File: config.mk
export PLATFORM = sky130hd
export DESIGN_NAME = square_seq
export DESIGN_NICKNAME = d
export VERILOG_FILES = /design/src/rtl/sqrt_pkg.sv /design/src/rtl/square_seq.sv
export SDC_FILE = /design/constraint.sdc
export NUM_CORES = 1
export LEC_CHECK = 0
export ABC_AREA = 0
export CELL_PAD_IN_SITES_DETAIL_PLACEMENT = 1
export CELL_PAD_IN_SITES_GLOBAL_PLACEMENT = 1
export CORE_UTILIZATION = 42
export CTS_BUF_LIST = sky130_fd_sc_hd__clkbuf_2 sky130_fd_sc_hd__clkbuf_4 sky130_fd_sc_hd__clkbuf_8
export CTS_CLUSTER_DIAMETER = 120
export DETAILED_ROUTE_END_ITERATION = 7
export PLACE_DENSITY = 0.83
export SLEW_MARGIN = 30
export SYNTH_ARGS = -nofsm -noshare
export SYNTH_HDL_FRONTEND = slang
export SYNTH_SLANG_ARGS = --single-unit
File: constraint.sdc
create_clock -name clk_i -period 2.8 [get_ports clk_i]
set_input_delay 0.84 -clock clk_i [delete_from_list [all_inputs] [get_ports clk_i]]
set_output_delay 0.84 -clock clk_i [all_outputs]
set_load 0.005 [all_outputs]
File: src/rtl/sqrt_pkg.sv
// sqrt_pkg: widths and FSM encoding shared by the integer square-root unit and its squarer.
package sqrt_pkg;
    localparam int ROOT_W = 4;
    localparam int RES_W  = 2 * ROOT_W;
    typedef enum logic [1:0] {IDLE, CALC, DONE} state_t;
endpackage

File: src/rtl/square_seq.sv
// square_seq: shift-add squarer, one partial product per clock with start/ready handshake.
// Define SQUARE_SEQ_REM_EN to add rem_i and produce a*a + rem (radicand reconstruction).
module square_seq
    import sqrt_pkg::*;
#(
    parameter int W = ROOT_W
) (
    input  logic           clk_i,
    input  logic           rst_i,
    input  logic           start_i,
    input  logic [W-1:0]   a_i,
`ifdef SQUARE_SEQ_REM_EN
    input  logic [W:0]     rem_i,
`endif
    output logic           busy_o,
    output logic           ready_o,
    output logic [2*W-1:0] result_o
);
    localparam int CW = (W > 1) ? $clog2(W) : 1;
    state_t         state, state_nxt;
    logic [2*W-1:0] m, acc, acc_nxt, acc_init;
    logic [W-1:0]   q;
    logic [CW-1:0]  i;
    logic           last, accept;
    always_comb begin
        last     = i == CW'(W - 1);
        accept   = (state != CALC) && start_i;
        acc_nxt  = acc + (q[i] ? (m << i) : '0);
`ifdef SQUARE_SEQ_REM_EN
        acc_init = (2*W)'(rem_i);
`else
        acc_init = '0;
`endif
    end
    always_ff @(posedge clk_i) begin
        if (rst_i)
            state <= IDLE;
        else
            state <= state_nxt;
    end
    always_comb begin
        state_nxt = (state == CALC) ? (last ? DONE : CALC) : (start_i ? CALC : state);
    end
    always_comb begin
        busy_o  = state == CALC;
        ready_o = state == DONE;
    end
    // result_o is only written on completion, so a restart keeps the old value visible
    always_ff @(posedge clk_i) begin
        if (rst_i) begin
            m        <= '0;
            q        <= '0;
            acc      <= '0;
            i        <= '0;
            result_o <= '0;
        end else if (accept) begin
            m   <= (2*W)'(a_i);
            q   <= a_i;
            acc <= acc_init;
            i   <= '0;
        end else if (state == CALC) begin
            acc <= acc_nxt;
            i   <= i + 1'b1;
            if (last)
                result_o <= acc_nxt;
        end
    end
endmodule

==> flow_metrics.env <==
export IMPL_grt_max_degree=17
export IMPL_tns_ps=0
export IMPL_place_ws_ps=416
export IMPL_fp_dieW_um=58.9
export IMPL_critPathMaxFanout=9
export IMPL_slowest_stage="dfxtp_1"
export IMPL_synth_area_top_cells="dfxtp_1 35%, ha_1 7.4%, nand2_1 6.9%"
export IMPL_syn_inst=165
export IMPL_final_core_util_pct=51.6
export IMPL_drc=0
export IMPL_synth_area_leader_cell="dfxtp_1"
export IMPL_hp_class="reg2reg"
export IMPL_critical_path_endpoint_type="register"
export IMPL_final_hold_viol_count=0
export IMPL_cts_sinks=24
export IMPL_die_h_um=58.9
export IMPL_portBuffers=16
export IMPL_leakagePower_nw=0.616
export IMPL_clock_skew_final_ps=5.61
export IMPL_fin_hold_ws_ps=465
export IMPL_ys_flop_type="dfxtp_1"
export IMPL_final_cell_mix="25 x nand2_1, 24 x dfxtp_1, 16 x a21oi_1, 16 x clkdlybuf4s50_1, 13 x nand3_1"
export IMPL_cts_tree="yes"
export IMPL_critical_path_buf_inv_count=0
export IMPL_antenna_found_initial=0
export IMPL_synth_avg_cell_area_um2=8.24
export IMPL_slowest_delay_ps=530
export IMPL_crit_start="i[0]$_SDFFE_PP0P_"
export IMPL_synth_edff_count=0
export IMPL_layout_setup_ws_ps=362
export IMPL_relSlewSlack_pct=69.5
export IMPL_grt_pass1_vias=1351
export IMPL_dieArea_um2=3470
export IMPL_hpwl_mm=2.70
export IMPL_ys_warn_count=0
export IMPL_synth_distinct_cells=39
export IMPL_path_clk_slew_ps=140
export IMPL_top_level_ports=17
export IMPL_maxCapViolCount=0
export IMPL_yosysSeqAreaShare_pct=35.4
export IMPL_synth_nets=181
export IMPL_ctsResizeCount=0
export IMPL_cts_root_buf="clkbuf_4"
export IMPL_ys_seq_elements=24
export IMPL_cts_buffer_depth=2
export IMPL_cts_buffers=3
export IMPL_wl_met2_mm=1.82
export IMPL_wl_per_cell_um=16.0
export IMPL_powerDensity_nw_per_um2=389
export IMPL_worstPathArrival_ps=2670
export IMPL_vias=1261
export IMPL_grt_setup_unrepaired="no"
export IMPL_worstMarginPinSlew_ps=445
export IMPL_fmax_mhz=410
export IMPL_post_cts_buffers=0
export IMPL_drt_met1_wl_mm=1.60
export IMPL_holdCritStartpoint="result_o[0]$_SDFFE_PP0P_"
export IMPL_grt_first_pass_wirelength_mm=6.33
export IMPL_n_antenna_cell=0
export IMPL_maxSlewViolCount=0
export IMPL_layout_drive_gt1_share_pct=6.18
export IMPL_status="finished, final reports clean"
export IMPL_path_class="reg2reg"
export IMPL_core_rowCount=20
export IMPL_routed_wl_mm=3.55
export IMPL_track_usage_pct=24.4
export IMPL_fin_crit_ps=2440
export IMPL_synth_top_area_share_pct=35.4
export IMPL_layout_commonest_cell="nand2_1"
export IMPL_critPathLaunchType="register"
export IMPL_ir_drop_v=0.000191
export IMPL_syn_area_um2=1360
export IMPL_grt_ovfl_total=0
export IMPL_crit_family="compound AO/OA/AOI/OAI gates"
export IMPL_fp_coreArea_um2=3050
export IMPL_syn_to_final_growth_pct=15.9
export IMPL_cts_htree_levels=1
export IMPL_timing_rr_start="i[0]$_SDFFE_PP0P_"
export IMPL_final_net_count=195
export IMPL_drtAntennaViolNets=0
export IMPL_dr_pass1_iters=4
export IMPL_gp_congestion=0.833
export IMPL_crit_chain="xor2_1 -> o21ai_0 -> ha_1 -> a2111oi_0 -> a21boi_1 -> nor2_1 -> a31o_2"
export IMPL_top_layer_used="met4"
export IMPL_finalSetupViolCount=0
export IMPL_worstPathRequired_ps=3040
export IMPL_drt_iter0_markers=39
export IMPL_postCtsHoldBufs=0
export IMPL_start_util_pct=44.5
export IMPL_clkLatencyLatePin_ps=330
export IMPL_viasPerCell=5.68
export IMPL_wl_met3_um=74
export IMPL_fin_crit_sh_pct=87.1
export IMPL_synth_async_reset_ratio_pct=0
[report_power, final]
| group | switching, mW | leakage, nW | internal, mW |
|---|---|---|---|
| clock | 0.112 | 0.0210 | 0.0797 |
| sequential | 0.00972 | 0.194 | 0.349 |
| combinational | 0.0371 | 0.401 | 0.0255 |
| total | 0.159 | 0.616 | 0.454 |
[metal layers]
| layer | up-vias | global-route usage, % |
|---|---|---|
| met4 | 0 | 9.52 |
| met2 | 21 | 44.0 |
| li1 | 620 | - |
| met1 | 615 | 29.7 |
| met5 | - | 0 |
| met3 | 5 | 2.42 |
[sequential cells by signal (all words and copies together), names as in the netlist]
register and cells:
acc 8, i 2, m 4, result_o 8, state 2
[worst register-to-register path: stages (launching register included)]
cell and delay (ps):
dfxtp_1 530, xor2_1 220, o21ai_0 140, ha_1 270, a2111oi_0 470, a21boi_1 350, nor2_1 120, a31o_2 240
[worst paths after layout]
check,to,slack [ps],cells past startpoint
worst max-delay path,acc[7]$_SDFFE_PP0P_,360,7
worst min-delay path,result_o[0]$_SDFFE_PP0P_,470,2
worst max register to register,acc[7]$_SDFFE_PP0P_,360,7
worst min register to register,result_o[0]$_SDFFE_PP0P_,470,2
[Yosys cell counts, drive strengths merged (3+ instances only)]
cell type	count
nand3b	5
nor2	8
ha	8
o21ai	3
o21a	4
a211oi	4
o31ai	3
nand3	13
o211ai	3
nor2b	4
a21oi	16
nand2	26
inv	5
clkbuf	6
nor3	3
buf	3
dfxtp	24
[logic make-up after synthesis]
logic type	Yosys count	share of synthesized area, %
adders and majority gates	9	8.84
DFF	24	35.4
xor gates and xnor gates	3	1.93
and+or+nand+nor	70	25.9
AOI/OAI and AO/OA	44	22.3
buffers and inverters	15	5.71
[final cells by class]
| cell class | count | area (um^2) |
|---|---|---|
| Inverter | 6 | 27.5 |
| Tap cell | 44 | 55.1 |
| Sequential cell | 24 | 480 |
| Timing Repair Buffer | 18 | 175 |
| Clock buffer | 4 | 36.3 |
| Multi-Input combinational cell | 126 | 801 |
| Fill cell | 385 | 1480 |
[metrics by stage]
stage	instances	area [um^2]	total power, mW
after floorplan	165	1360	0.404
after global placement	218	1540	0.425
after detailed placement	218	1540	0.428
after CTS	222	1580	0.625
after global routing	222	1580	0.646
final	222	1580	0.612
Power figures use the tool's default switching activity.
